--- src/rtl/beta_pkg.sv ---
// Shared types for the beta execute-stage blocks.
// Shift modes and the shift scheduler states.
package beta_pkg;

  typedef enum logic [1:0] {
    SHIFT_LEFT   = 2'd0,
    SHIFT_RIGHT  = 2'd1,
    SHIFT_ARIGHT = 2'd2
  } shift_mode_t;

  typedef enum logic [1:0] {
    SCH_IDLE = 2'd0,
    SCH_RUN  = 2'd1,
    SCH_RESP = 2'd2
  } shift_sched_state_t;

endpackage

--- src/rtl/beta_rr_arb2.sv ---
// Two-way round-robin arbiter, purely combinational.
// On a tie the requester that did not win last time is chosen.
module beta_rr_arb2 (
  input  logic [1:0] req,
  input  logic       last_grant,
  input  logic       en,
  output logic [1:0] gnt,
  output logic       gnt_id
);

  logic both;

  assign both = &req;

  // pick the winner index, then expand it to one-hot
  always_comb begin
    gnt_id = 1'b0;
    gnt    = 2'b00;
    unique case (1'b1)
      both:               gnt_id = ~last_grant;
      req[0] && !req[1]:  gnt_id = 1'b0;
      req[1] && !req[0]:  gnt_id = 1'b1;
      default:            gnt_id = 1'b0;
    endcase
    if (en && |req) begin
      gnt = gnt_id ? 2'b10 : 2'b01;
    end
  end

endmodule

--- src/rtl/beta_shift_sched.sv ---
// Schedules two requesters onto one iterative shift unit.
// Amounts 0 and 1 finish locally; larger ones use the unit.
module beta_shift_sched
  import beta_pkg::*;
#(
  parameter int unsigned DataWidth = 32
) (
  input  logic                 clk_i,
  input  logic                 rstn_i,
  input  logic                 rq0_valid_i,
  output logic                 rq0_ready_o,
  input  logic [DataWidth-1:0] rq0_operand_a_i,
  input  logic [4:0]           rq0_operand_b_i,
  input  logic [1:0]           rq0_mode_i,
  input  logic                 rq1_valid_i,
  output logic                 rq1_ready_o,
  input  logic [DataWidth-1:0] rq1_operand_a_i,
  input  logic [4:0]           rq1_operand_b_i,
  input  logic [1:0]           rq1_mode_i,
  output logic                 rsp_valid_o,
  input  logic                 rsp_ready_i,
  output logic                 rsp_id_o,
  output logic [DataWidth-1:0] rsp_result_o,
  input  logic                 flush_i,
  output logic                 shu_en_o,
  output logic [DataWidth-1:0] shu_operand_a_o,
  output logic [4:0]           shu_operand_b_o,
  output logic [1:0]           shu_mode_o,
  input  logic                 shu_busy_i,
  input  logic [DataWidth-1:0] shu_result_i
);

  function automatic logic [DataWidth-1:0] shift_one(
    input logic [DataWidth-1:0] a,
    input logic [1:0]           m
  );
    logic [DataWidth-1:0] r;
    unique case (m)
      SHIFT_RIGHT:  r = a >> 1;
      SHIFT_ARIGHT: r = {a[DataWidth-1], a[DataWidth-1:1]};
      default:      r = a << 1;
    endcase
    return r;
  endfunction

  shift_sched_state_t state_q, state_d;

  logic                 last_grant_q;
  logic                 seen_busy_q;
  logic [DataWidth-1:0] a_q;
  logic [4:0]           b_q;
  logic [1:0]           mode_q;
  logic                 id_q;
  logic [DataWidth-1:0] res_q;

  logic                 arb_en;
  logic [1:0]           gnt;
  logic                 gnt_id;
  logic                 accept;
  logic                 run_done;
  logic [DataWidth-1:0] sel_a;
  logic [4:0]           sel_b;
  logic [1:0]           sel_mode;

  assign arb_en = (state_q == SCH_IDLE) && !flush_i;

  beta_rr_arb2 u_arb (
    .req        ({rq1_valid_i, rq0_valid_i}),
    .last_grant (last_grant_q),
    .en         (arb_en),
    .gnt        (gnt),
    .gnt_id     (gnt_id)
  );

  assign accept   = |gnt;
  assign sel_a    = gnt_id ? rq1_operand_a_i : rq0_operand_a_i;
  assign sel_b    = gnt_id ? rq1_operand_b_i : rq0_operand_b_i;
  assign sel_mode = gnt_id ? rq1_mode_i : rq0_mode_i;
  assign run_done = seen_busy_q && !shu_busy_i;

  // next state; flush wins over every transition
  always_comb begin
    state_d = state_q;
    unique case (state_q)
      SCH_IDLE: begin
        if (accept) begin
          state_d = (sel_b < 5'd2) ? SCH_RESP : SCH_RUN;
        end
      end
      SCH_RUN: begin
        if (run_done) state_d = SCH_RESP;
      end
      SCH_RESP: begin
        if (rsp_ready_i) state_d = SCH_IDLE;
      end
      default: state_d = SCH_IDLE;
    endcase
    if (flush_i) state_d = SCH_IDLE;
  end

  // state register
  always_ff @(posedge clk_i or negedge rstn_i) begin
    if (!rstn_i) state_q <= SCH_IDLE;
    else         state_q <= state_d;
  end

  // operand capture, local result, unit handshake tracking
  always_ff @(posedge clk_i or negedge rstn_i) begin
    if (!rstn_i) begin
      last_grant_q <= 1'b1;
      seen_busy_q  <= 1'b0;
      a_q          <= '0;
      b_q          <= '0;
      mode_q       <= '0;
      id_q         <= 1'b0;
      res_q        <= '0;
    end else begin
      if (accept) begin
        a_q          <= sel_a;
        b_q          <= sel_b;
        mode_q       <= sel_mode;
        id_q         <= gnt_id;
        last_grant_q <= gnt_id;
        seen_busy_q  <= 1'b0;
        if (sel_b == 5'd0)      res_q <= sel_a;
        else if (sel_b == 5'd1) res_q <= shift_one(sel_a, sel_mode);
      end
      if (state_q == SCH_RUN) begin
        if (shu_busy_i) seen_busy_q <= 1'b1;
        if (run_done && !flush_i) res_q <= shu_result_i;
      end
    end
  end

  assign rq0_ready_o     = gnt[0];
  assign rq1_ready_o     = gnt[1];
  assign rsp_valid_o     = (state_q == SCH_RESP);
  assign rsp_id_o        = id_q;
  assign rsp_result_o    = res_q;
  assign shu_en_o        = (state_q == SCH_RUN);
  assign shu_operand_a_o = a_q;
  assign shu_operand_b_o = b_q;
  assign shu_mode_o      = mode_q;

endmodule
--- config.mk ---
export PLATFORM = sky130hd
export DESIGN_NAME = beta_shift_sched
export DESIGN_NICKNAME = d
export VERILOG_FILES = /design/src/rtl/beta_pkg.sv /design/src/rtl/beta_rr_arb2.sv /design/src/rtl/beta_shift_sched.sv
export SDC_FILE = /design/constraint.sdc
export NUM_CORES = 1
export LEC_CHECK = 0
export BUFFER_PORTS_ARGS = -buffer_cell sky130_fd_sc_hd__buf_2
export CAP_MARGIN = 20
export CORE_MARGIN = 2
export CORE_UTILIZATION = 40
export DETAILED_ROUTE_END_ITERATION = 10
export GPL_TIMING_DRIVEN = 1
export PLACE_DENSITY_LB_ADDON = 0.08
export SLEW_MARGIN = 0
export SYNTH_ARGS = -nofsm -noshare
export SYNTH_HDL_FRONTEND = slang
export SYNTH_HIERARCHICAL = 1
export SYNTH_SLANG_ARGS = --single-unit
export TNS_END_PERCENT = 50
--- constraint.sdc ---
create_clock -name clk_i -period 7.59 [get_ports clk_i]
set_input_delay 1.1385 -clock clk_i [delete_from_list [all_inputs] [get_ports clk_i]]
set_output_delay 1.1385 -clock clk_i [all_outputs]
set_load 0.05 [all_outputs]
==> out/metrics.csv, run 1 <==
stage,metric,value,unit
drt,wire length after detailed routing,16100,um
drt,final antenna-violating net count,0,
synth,Synth async-reset ratio,1.00,
clocking,clock slew at reported path FFs,0.06,ns
power_and_ir_drop,total power,2.48,mW
job,# Max-Cap Violations,0,
global_route,total overflow reported by the global router,0,
final_layout,final core utilization,0.538,
sta,TNS Setup,0,ns
sta,worst-case setup margin in the final layout,3.35,ns
clocking,Num Clock Sinks,76,
setup_path,"critical path fanouts, max",35,
synth,count of unique library cells instantiated by Yosys,47,
setup_path,Crit path largest cell delay,0.82,ns
final_layout,Finished Cell Area,0.00591,mm^2
synth,fraction of the yosys area taken by sequential cells,0.417,
setup_path,data arrival time of the worst path,4.50,ns
clocking,post-CTS repair timing setup buffer count,0,
final_layout,"commonest non-fill, non-tap cells in the layout","sky130_fd_sc_hd__buf_2, sky130_fd_sc_hd__nor2_1, sky130_fd_sc_hd__dfrtp_1",
synth,per-instance average area after synthesis,8.72,um^2
power_and_ir_drop,power density of the placed cells,421,mW/mm^2
sta,Final Hold Vio Count,0,
drt,detailed router's first-iteration violation count,432,
clocking,number of buffers inserted during clock tree synthesis,9,
setup_path,CP Cell Sequence,buf_2 -> a21boi_4 -> buf_4 -> or4b_1 -> o22ai_2 -> a221oi_1 -> a21oi_1,
floorplanning,placeable core region,0.0110,mm^2
placement,count of input and output buffers,192,
global_route,pin count of the biggest net entering global routing,89,
synth,"Warnings, synthesis",6,
setup_path,category of the worst setup path capture point,flip-flop,
synth,post-synthesis cell area,0.00456,mm^2
final_layout,Area growth syn-to-layout,29.5,%
final_layout,diodes inserted,0,
sta,max frequency,236,MHz
sta,Slew @ Worst Pin,1.15,ns
global_route,antenna violations before repair,0,
floorplanning,std cell rows,38,
synth,Post-Syn Instances,523,
floorplanning,Die W,111,um
floorplanning,full die area,0.0123,mm^2
clocking,Post-CTS Hold Fix Bufs,0,
drt,total via count after detailed routing,4842,
sta,remaining max-slew budget at the tightest pin,0.229,
placement,number of cells after detailed placement,808,
clocking,clock latency at the later pin of the worst-skew pair,0.34,ns
final_layout,most common library cell in the layout ignoring fill and taps,sky130_fd_sc_hd__buf_2,
sta,Final setup violation count,0,
global_route,Global Route Usage Sum,0.256,
clocking,count of H-tree levels built during CTS,3,
setup_path,cell with the largest stage delay on the worst path,sky130_fd_sc_hd__or4b_1,
sta,final clock period utilization by the worst path,0.559,
synth,ys flop type,sky130_fd_sc_hd__dfrtp_1,
global_route,vias in the first global route,4756,
placement,HPWL after detailed placement,11000,um
drt,wire length per cell after detailed routing,19.5,um
sta,final critical delay including setup and external delays,4.24,ns
sta,Max Slew Vio Count,0,
clocking,library cell used as clock root buffer,sky130_fd_sc_hd__clkbuf_16,
synth,Synth Register Bits,76,
drt,remaining routing DRC violations,0,
power_and_ir_drop,Max rail drop VDD,250,uV
clocking,Resized Gates After CTS,0,
sta,smallest hold slack,0.467,ns
clocking,CTS Buffer Depth,2,
floorplanning,I/O Pins,193,
drt,first-pass detailed-route iteration total,5,
setup_path,Worst setup SP type,input port,
clocking,TritonCTS clock tree,done,
final_layout,share of post-route cells with drive strength above 1,0.334,
placement,post-placement cell area,0.00554,mm^2
power_and_ir_drop,cell leakage power,2.71,nW
placement,worst setup slack before clock tree synthesis,2.98,ns
final_layout,total number of nets in the final design,800,
setup_path,Setup Crit Path Kind,input port to flip-flop,
sta,unrepaired setup endpoints after global routing,false,
global_route,global-route wire length before repair,25300,um
synth,Synth Net Count,642,
floorplanning,vertical extent of the die,111,um
final_layout,Final Non-Filler Cells,826,
worst_hold_path,HP Class,flip-flop to flip-flop,
outcome,result of the run,"finished, final reports clean",
synth,number of enable flip-flop cells after synthesis,0,
placement,Final GP Congestion,0.854,
drt,mean number of vias per cell,5.86,
setup_path,endpoint required time on the critical path,7.85,ns
sta,setup skew after layout,0.00786,ns
floorplanning,initial cell density of the core,0.415,
==> cell families after synthesis <==
| group | synth area share |
|---|---|
| simple gates | 0.152 |
| buf+inv | 0.0675 |
| flops | 0.417 |
| compound gates | 0.270 |
| mux | 0.0880 |
| fa+ha+maj | 0.00548 |
==> worst max-delay path, delay by kind of cell <==
kind	cells	cell delay, ns
AOI/OAI and AO/OA	4	1.85
buffers and inverters	2	0.68
and+or+nand+nor	1	0.82
==> area by class of cell <==
type | count | area, um^2
Clock inverter | 3 | 43.8
Sequential cell | 76 | 1900
Tap cell | 140 | 175
Multi-Input combinational cell | 373 | 2380
Timing Repair Buffer | 199 | 1050
Inverter | 22 | 82.6
Fill cell | 1051 | 5080
Clock buffer | 13 | 270
==> synth_stat cells, types with 2 or more instances <==
cell                        instances  area (um^2)
sky130_fd_sc_hd__o31ai_1            2         15.0
sky130_fd_sc_hd__or3_1             29          181
sky130_fd_sc_hd__o22ai_1           14         87.6
sky130_fd_sc_hd__o221ai_1          14          123
sky130_fd_sc_hd__clkbuf_1          33          124
sky130_fd_sc_hd__nor3_1             7         35.0
sky130_fd_sc_hd__o211ai_1           2         15.0
sky130_fd_sc_hd__inv_1             22         82.6
sky130_fd_sc_hd__dfrtp_1           75         1880
sky130_fd_sc_hd__a21oi_1           69          345
sky130_fd_sc_hd__a31oi_1           18          113
sky130_fd_sc_hd__nand2_1           26         97.6
sky130_fd_sc_hd__nor2b_1            3         18.8
sky130_fd_sc_hd__buf_4              3         22.5
sky130_fd_sc_hd__o21ai_0            7         35.0
sky130_fd_sc_hd__buf_1              6         22.5
sky130_fd_sc_hd__mux2i_1           39          390
sky130_fd_sc_hd__a221oi_1          12          105
sky130_fd_sc_hd__a32oi_1            2         17.5
sky130_fd_sc_hd__o32ai_1           16          140
sky130_fd_sc_hd__nor2_1            77          289
sky130_fd_sc_hd__o2111ai_1         14          123
sky130_fd_sc_hd__buf_2              8         40.0
sky130_fd_sc_hd__ha_1               2         25.0
==> registers in the layout, indices dropped and copies added, names as in the netlist <==
signal           cells
shu_operand_b_o      5
rsp_id_o             1
rsp_result_o        32
shu_mode_o           2
seen_busy_q          1
shu_operand_a_o     32
state_q              2
last_grant_q         1
==> final timing paths <==
kind / slack (ns) / end / cells after the start / from
setup / recovery: 3.35 / rsp_result_o[5] / 7 / rq0_valid_i
min in group asynchronous: 0.77 / shu_operand_a_o[30] / 1 / rstn_i
max in group asynchronous: 6.21 / shu_operand_a_o[26] / 2 / rstn_i
setup reg to reg: 3.89 / rsp_result_o[5] / 6 / last_grant_q
hold reg to reg: 0.47 / rsp_id_o / 2 / rsp_id_o
hold / removal: 0.47 / rsp_id_o / 2 / rsp_id_o
==> report_power, final <==
| part | switching (mW) | leakage (nW) | internal, mW |
|---|---|---|---|
| Clock | 0.174 | 0.156 | 0.282 |
| Combinational | 0.995 | 1.65 | 0.333 |
| Sequential | 0.115 | 0.897 | 0.584 |
| Total | 1.28 | 2.71 | 1.20 |
==> layer usage <==
layer | routed length [um] | GRT usage | vias up
li1 | - | - | 2267
met1 | 7080 | 0.349 | 2333
met2 | 7590 | 0.416 | 226
met3 | 1250 | 0.0508 | 16
met4 | 208 | 0.0683 | 0
met5 | 0 | 0 | -
Note: power is estimated with default switching activity, not from simulation.
==> run 2: changes to the inputs <==
- ABC_AREA: unset -> 1
- clock period: 7.59 -> 3.82 ns (I/O delays scaled with it)
==> run 2 against run 1 <==
Against the previous run:
- highest routed layer unchanged
- utilization fell by 1.3 points
- design area rose by 7.2%
- largest power group unchanged
- first-iteration DRC count fell by 6.9%
- setup slack lost 2.6 ns
- clock power is 95% higher
- routed wire length grew 6.0%
- combinational power rose by 130%
- register-to-register slack got worse by 3.1 ns
- die area is 8.9% higher
- via count grew 13%
- count of clock-buffer cells in the layout unchanged
==> out/metrics.csv, run 2 <==
stage,metric,value,unit,change
setup_path,CP most frequent cell,sky130_fd_sc_hd__nand2_1,,
synth,count of unique library cells instantiated by Yosys,30,,-36%
global_route,vias in the first global route,5165,,+8.6%
drt,detailed router's first-iteration violation count,402,,-6.9%
setup_path,"CP delay by family, top",simple AND/OR/NAND/NOR gates,,
sta,Final Hold Vio Count,0,,unchanged
setup_path,number of buffer and inverter stages on the critical path,3,,+1
final_layout,most common library cell in the layout ignoring fill and taps,sky130_fd_sc_hd__nand2_1,,
setup_path,Worst setup SP type,flip-flop,,
setup_path,category of the worst setup path capture point,flip-flop,,
drt,final antenna-violating net count,0,,unchanged
power_and_ir_drop,cell leakage power,3.72,nW,+38%
clocking,Resized Gates After CTS,0,,unchanged
setup_path,cell with the largest stage delay on the worst path,sky130_fd_sc_hd__dfstp_2,,
power_and_ir_drop,Max rail drop VDD,348,uV,+39%
synth,leading area contributor after synthesis,sky130_fd_sc_hd__dfrtp_1,,
clocking,count of H-tree levels built during CTS,3,,unchanged
sta,remaining max-slew budget at the tightest pin,0.529,,+0.300
power_and_ir_drop,total power,5.35,mW,+120%
final_layout,share of post-route cells with drive strength above 1,0.252,,-0.0820
setup_path,"critical path fanouts, max",38,,+8.6%
synth,Synth async-reset ratio,1.00,,unchanged
synth,most instantiated cells after synthesis,"sky130_fd_sc_hd__nand2_1, sky130_fd_sc_hd__nor2_1, sky130_fd_sc_hd__dfrtp_1, sky130_fd_sc_hd__inv_1, sky130_fd_sc_hd__nand3_1",,
setup_path,termination of the worst setup path,rsp_result_o[28],,
synth,Synth Register Bits,76,,unchanged
global_route,Global Route Usage Sum,0.261,,+0.00517
sta,Max Slew Vio Count,0,,unchanged
sta,final clock period utilization by the worst path,0.799,,
floorplanning,placeable core region,0.0121,mm^2,+9.8%
setup_path,endpoint required time on the critical path,4.05,ns,-3.80 ns
setup_path,Setup Crit Path Kind,flip-flop to flip-flop,,
synth,most repeated cell in the gate-level netlist after synthesis,sky130_fd_sc_hd__nand2_1,,
synth,fraction of the yosys area taken by sequential cells,0.382,,-0.0351
final_layout,total number of nets in the final design,1075,,+34%
clocking,Post-CTS Hold Fix Bufs,0,,unchanged
drt,mean number of vias per cell,4.84,,-17%
synth,"top cells by area, synth","sky130_fd_sc_hd__dfrtp_1, sky130_fd_sc_hd__nand2_1, sky130_fd_sc_hd__nor2_1",,
floorplanning,Die W,116,um,+4.3%
sta,max frequency,328,MHz,
worst_hold_path,HP Class,input port to async pin,,
sta,Final setup violation count,0,,unchanged
synth,area share of the leading cell type in the synthesized netlist,0.377,,-0.0346
synth,Post-Syn Instances,786,,+50%
global_route,antenna violations before repair,0,,unchanged
global_route,total overflow reported by the global router,0,,unchanged
final_layout,diodes inserted,0,,unchanged
synth,per-instance average area after synthesis,6.34,um^2,-27%
final_layout,Filler Cell Count,1342,,+28%
clocking,clock latency at the later pin of the worst-skew pair,0.34,ns,about the same
setup_path,Crit path depth,14,,+7
clocking,clock slew at reported path FFs,0.06,ns,about the same
synth,Synth Net Count,905,,+41%
final_layout,"commonest non-fill, non-tap cells in the layout","sky130_fd_sc_hd__nand2_1, sky130_fd_sc_hd__buf_2, sky130_fd_sc_hd__nor2_1",,
setup_path,worst flop-to-flop path startpoint,last_grant_q,,
synth,post-synthesis cell area,0.00498,mm^2,+9.2%
floorplanning,full die area,0.0134,mm^2,+8.9%
outcome,result of the run,"finished, final reports clean",,
synth,ys flop type,sky130_fd_sc_hd__dfrtp_1,,
drt,first-pass detailed-route iteration total,5,,unchanged
placement,HPWL after detailed placement,12200,um,+11%
drt,total via count after detailed routing,5461,,+13%
floorplanning,vertical extent of the die,116,um,+4.3%
power_and_ir_drop,power density of the placed cells,845,mW/mm^2,+100%
sta,Slew @ Worst Pin,0.707,ns,-0.443 ns
clocking,post-CTS repair timing setup buffer count,0,,unchanged
drt,remaining routing DRC violations,0,,unchanged
placement,Final GP Congestion,0.837,,-2.0%
clocking,library cell used as clock root buffer,sky130_fd_sc_hd__clkbuf_16,,
floorplanning,initial cell density of the core,0.413,,-0.00239
sta,final critical delay including setup and external delays,3.05,ns,
job,# Max-Cap Violations,0,,unchanged
final_layout,Area growth syn-to-layout,27.2,%,
sta,setup skew after layout,0.00655,ns,-0.00130 ns
setup_path,worst r2r path cells,14,,+8
drt,wire length per cell after detailed routing,15.1,um,-22%
clocking,CTS Buffer Depth,2,,unchanged
clocking,Num Clock Sinks,76,,unchanged
setup_path,Crit. Startpoint,last_grant_q,,
final_layout,Finished Cell Area,0.00633,mm^2,+7.2%
global_route,global-route wire length before repair,27000,um,+6.5%
setup_path,Crit path largest cell delay,0.54,ns,-0.28 ns
setup_path,data arrival time of the worst path,3.28,ns,-1.22 ns
global_route,pin count of the biggest net entering global routing,77,,-13%
floorplanning,I/O Pins,193,,unchanged
setup_path,worst reg2reg endpoint,rsp_result_o[28],,
setup_path,Register-to-Register Setup Slack,0.77,ns,-3.12 ns
sta,unrepaired setup endpoints after global routing,false,,
synth,number of enable flip-flop cells after synthesis,0,,unchanged
sta,TNS Setup,0,ns,unchanged
setup_path,CP Cell Sequence,nand2_1 -> nand2_2 -> inv_1 -> inv_4 -> buf_4 -> nand2_1 -> nand2_2 -> nand2_1 -> nor2_4 -> nand2_2 -> nand2_1 -> o21ai_0 -> nor2_1 -> nor2_1,,
clocking,number of buffers inserted during clock tree synthesis,9,,unchanged
synth,"Warnings, synthesis",6,,unchanged
placement,count of input and output buffers,192,,unchanged
placement,post-placement cell area,0.00600,mm^2,+8.2%
floorplanning,std cell rows,40,,+5.3%
drt,wire length after detailed routing,17100,um,+6.0%
clocking,TritonCTS clock tree,done,,
[run 2: layer usage]
| metal | global-route usage | share of wire | vias up |
|---|---|---|---|
| met1 | 0.377 | 0.47 | 2472 |
| met4 | 0.0779 | 0.014 | 0 |
| met5 | 0 | 0 | - |
| met2 | 0.413 | 0.46 | 197 |
| li1 | - | - | 2774 |
| met3 | 0.0272 | 0.059 | 18 |
[run 2: area by class of cell]
type	instances	area [um^2]	area share
multi-input combinational	590	2570	0.406
tap	168	210	0.0332
clock buffer	13	260	0.0411
sequential	76	1900	0.300
inverter	78	295	0.0466
timing repair buffer	201	1050	0.166
clock inverter	3	45.0	0.00711
[run 2: power breakdown]
| group | switching, mW | leakage, nW | internal (mW) | total [mW] |
|---|---|---|---|---|
| registers | 0.212 | 0.935 | 1.19 | 1.40 |
| clock network | 0.344 | 0.142 | 0.543 | 0.887 |
| logic | 2.36 | 2.65 | 0.709 | 3.07 |
[run 2: worst min-delay path by stage]
stage / slack, ns / to / cells past startpoint
floorplan: 0.28 / rsp_id_o / 0
global placement: 0.46 / shu_operand_a_o[10] / 2
detailed placement: 0.46 / shu_operand_a_o[18] / 2
CTS: 0.46 / shu_operand_b_o[3] / 1
global route: 0.04 / rsp_result_o[0] / 1
finish: 0.05 / rsp_result_o[31] / 1
[run 2: through the flow]
stage                      util  worst slack [ns]  hold WS, ns  instances
after floorplan               -             0.802        0.277        786
after detailed placement  0.498             0.578        0.460       1112
final                     0.525             0.769       0.0469       1129
after CTS                 0.523             0.752        0.463       1128
after global placement    0.498             0.630        0.461       1112
after global routing      0.525             0.441       0.0426       1129
[run 2: kinds of logic (layout without fill, tap and decap cells)]
| kind of cell | Yosys count | in the layout | synth area share |
|---|---|---|---|
| compound gates | 99 | 99 | 0.101 |
| fa+ha+maj | 2 | 2 | 0.00502 |
| buf+inv | 120 | 295 | 0.104 |
| flops | 76 | 76 | 0.382 |
| simple gates | 489 | 489 | 0.408 |
==> run 3: changes to the inputs <==
- clock period: 3.82 -> 3.1 ns (I/O delays scaled with it)
==> run 3 against run 2 <==
Against the previous run:
- utilization grew 0.34 points
- largest power group unchanged
- via count grew 0.71%
- design area is 0.65% higher
- maximum frequency rose by 12%
- critical path depth is 1 higher
- clock skew is 0.0029 ns lower
- count of clock-buffer cells in the layout fell by 3
- power grew 22%
- register-to-register slack got worse by 0.39 ns
- critical endpoint is now rsp_result_o[10]
- critical path type unchanged
- worst hold slack improved by 0.30 ns
- sequential cell count did not move
==> out/metrics.csv, run 3 (synthesis gave the netlist of run 2 again) <==
stage,metric,value,unit,change
clocking,number of buffers inserted during clock tree synthesis,9,,unchanged
clocking,Num Clock Sinks,76,,unchanged
setup_path,CP most frequent cell,sky130_fd_sc_hd__nand2_1,,
sta,Slew @ Worst Pin,0.658,ns,-0.0488 ns
placement,Final GP Congestion,0.870,,+4.0%
setup_path,worst r2r path cells,15,,+1
final_layout,share of post-route cells with drive strength above 1,0.258,,+0.00644
clocking,clock slew at reported path FFs,0.06,ns,about the same
floorplanning,std cell rows,40,,unchanged
floorplanning,vertical extent of the die,116,um,unchanged
placement,HPWL after detailed placement,12500,um,+2.3%
sta,final critical delay including setup and external delays,2.73,ns,-0.326 ns
clocking,library cell used as clock root buffer,sky130_fd_sc_hd__clkbuf_16,,
final_layout,most common library cell in the layout ignoring fill and taps,sky130_fd_sc_hd__nand2_1,,
setup_path,endpoint required time on the critical path,3.34,ns,-0.71 ns
setup_path,data arrival time of the worst path,2.96,ns,-0.32 ns
clocking,TritonCTS clock tree,done,,
global_route,Global Route Usage Sum,0.259,,-0.00157
setup_path,cell with the largest stage delay on the worst path,sky130_fd_sc_hd__dfstp_2,,
global_route,total overflow reported by the global router,0,,unchanged
clocking,post-CTS repair timing setup buffer count,0,,unchanged
worst_hold_path,worst hold endpoint,rsp_result_o[15],,
power_and_ir_drop,Max rail drop VDD,460,uV,+32%
floorplanning,full die area,0.0134,mm^2,unchanged
floorplanning,initial cell density of the core,0.413,,unchanged
worst_hold_path,HP Class,input port to flip-flop,,
drt,wire length after detailed routing,17200,um,+0.47%
sta,Final setup violation count,0,,unchanged
drt,detailed router's first-iteration violation count,321,,-20%
power_and_ir_drop,power density of the placed cells,1030,mW/mm^2,+22%
setup_path,Register-to-Register Setup Slack,0.37,ns,-0.39 ns
worst_hold_path,count of cells along the worst hold path,3,,
setup_path,"critical path fanouts, max",16,,-58%
sta,max frequency,367,MHz,+12%
final_layout,diodes inserted,0,,unchanged
final_layout,Finished Cell Area,0.00637,mm^2,+0.65%
clocking,Resized Gates After CTS,0,,unchanged
final_layout,"commonest non-fill, non-tap cells in the layout","sky130_fd_sc_hd__nand2_1, sky130_fd_sc_hd__buf_2, sky130_fd_sc_hd__nor2_1",,
clocking,CTS Buffer Depth,2,,unchanged
outcome,result of the run,"finished, final reports clean",,
setup_path,Setup Crit Path Kind,flip-flop to flip-flop,,
drt,final antenna-violating net count,0,,unchanged
global_route,global-route wire length before repair,26500,um,-1.8%
placement,count of input and output buffers,192,,unchanged
global_route,pin count of the biggest net entering global routing,77,,unchanged
sta,remaining max-slew budget at the tightest pin,0.561,,+0.0325
global_route,vias in the first global route,4986,,-3.5%
sta,Max Slew Vio Count,0,,unchanged
clocking,count of H-tree levels built during CTS,3,,unchanged
setup_path,worst reg2reg endpoint,rsp_result_o[10],,
setup_path,Worst setup SP type,flip-flop,,
setup_path,Crit path largest cell delay,0.54,ns,about the same
drt,mean number of vias per cell,4.84,,about the same
worst_hold_path,startpoint of the worst hold path,shu_result_i[15],,
drt,first-pass detailed-route iteration total,5,,unchanged
job,# Max-Cap Violations,0,,unchanged
final_layout,total number of nets in the final design,1082,,+0.65%
placement,post-placement cell area,0.00606,mm^2,+0.96%
sta,TNS Setup,0,ns,unchanged
final_layout,Area growth syn-to-layout,28.0,%,
drt,wire length per cell after detailed routing,15.1,um,-0.15%
sta,Final Hold Vio Count,0,,unchanged
floorplanning,placeable core region,0.0121,mm^2,unchanged
drt,total via count after detailed routing,5500,,+0.71%
floorplanning,I/O Pins,193,,unchanged
drt,remaining routing DRC violations,0,,unchanged
floorplanning,Die W,116,um,unchanged
setup_path,category of the worst setup path capture point,flip-flop,,
setup_path,CP Cell Sequence,nand2_1 -> nand2_2 -> inv_1 -> buf_4 -> o21ai_0 -> inv_1 -> ha_1 -> nor2_1 -> nor2_2 -> nand2_1 -> o21ai_0 -> nand2_1 -> nand2_1 -> nor2_1 -> nor2_1,,
sta,setup skew after layout,0.00364,ns,-0.00292 ns
setup_path,worst flop-to-flop path startpoint,last_grant_q,,
clocking,clock latency at the later pin of the worst-skew pair,0.34,ns,about the same
sta,final clock period utilization by the worst path,0.879,,+0.0803
sta,unrepaired setup endpoints after global routing,false,,
global_route,antenna violations before repair,0,,unchanged
power_and_ir_drop,cell leakage power,3.76,nW,+0.94%
run 3: changes by cell type in the layout (fill, tap and decap cells not counted):
cell,change
sky130_fd_sc_hd__clkinv_2,+3
sky130_fd_sc_hd__buf_12,+1
sky130_fd_sc_hd__clkinv_4,+2
sky130_fd_sc_hd__clkbuf_1,-2
sky130_fd_sc_hd__bufinv_16,-1
sky130_fd_sc_hd__clkinvlp_4,-1
sky130_fd_sc_hd__dlygate4sd3_1,+1
sky130_fd_sc_hd__clkbuf_8,-1
sky130_fd_sc_hd__buf_4,+5
run 3: area by class of cell:
type                    instances  area (um^2)
fillers                      1301         5690
multi-input cells             590         2570
flip-flops and latches         76         1900
repair buffers                208         1120
inverters                      78          295
clock buffers                  10          239
well taps                     168          210
clock inverters                 6         40.0
run 3: worst max-delay path: cells and delay by family (launching register included):
| family | cells | cell delay [ns] |
|---|---|---|
| AND/OR/NAND/NOR | 9 | 0.99 |
| adder cells (fa/ha/maj) | 1 | 0.21 |
| flip-flops | 1 | 0.54 |
| AO/OA/AOI/OAI | 2 | 0.49 |
| buffers and inverters | 3 | 0.38 |
run 3: worst max-delay path by stage:
stage / from / end / depth (start not counted)
2_1_floorplan: rq0_valid_i / rsp_result_o[26] / 20
3_3_place_gp: rq0_valid_i / rsp_result_o[20] / 16
3_5_place_dp: rq0_valid_i / rsp_result_o[10] / 16
4_1_cts: last_grant_q / rsp_result_o[10] / 15
5_1_grt: last_grant_q / rsp_result_o[25] / 15
6_report: last_grant_q / rsp_result_o[10] / 15
run 3: where the power goes:
part	internal (mW)	leakage, nW	total [mW]	switching (mW)
sequential	1.46	0.935	1.71	0.248
combinational	0.900	2.69	3.84	2.94
clock	0.562	0.138	0.999	0.437
total	2.92	3.76	6.55	3.62
run 3: repair_timing:
action | CTS | global route
setup endpoints to repair | 0 | 0
hold endpoints to repair | 0 | 8
hold buffers | 0 | 1
run 3: metal layers:
layer  wire [um]  up-vias  share of wire  track usage
li1            -     2781              -            -
met1        7980     2526           0.46        0.377
met2        7870      172           0.46        0.396
met3        1010       21          0.059       0.0403
met4         312        0          0.018       0.0827
met5           0        -              0            0
run 3: stage by stage:
step | cells | power, mW | util | hold slack, ns | worst slack (ns)
final | 1136 | 6.55 | 0.529 | 0.351 | 0.375
after global routing | 1136 | 6.95 | 0.529 | 0.366 | 0.103
after CTS | 1134 | 6.57 | 0.525 | 0.334 | 0.353
after detailed placement | 1118 | 5.56 | 0.502 | 0.461 | 0.346
after global placement | 1118 | 5.53 | 0.502 | 0.459 | 0.456
after floorplan | 786 | 4.55 | - | 0.169 | 0.190
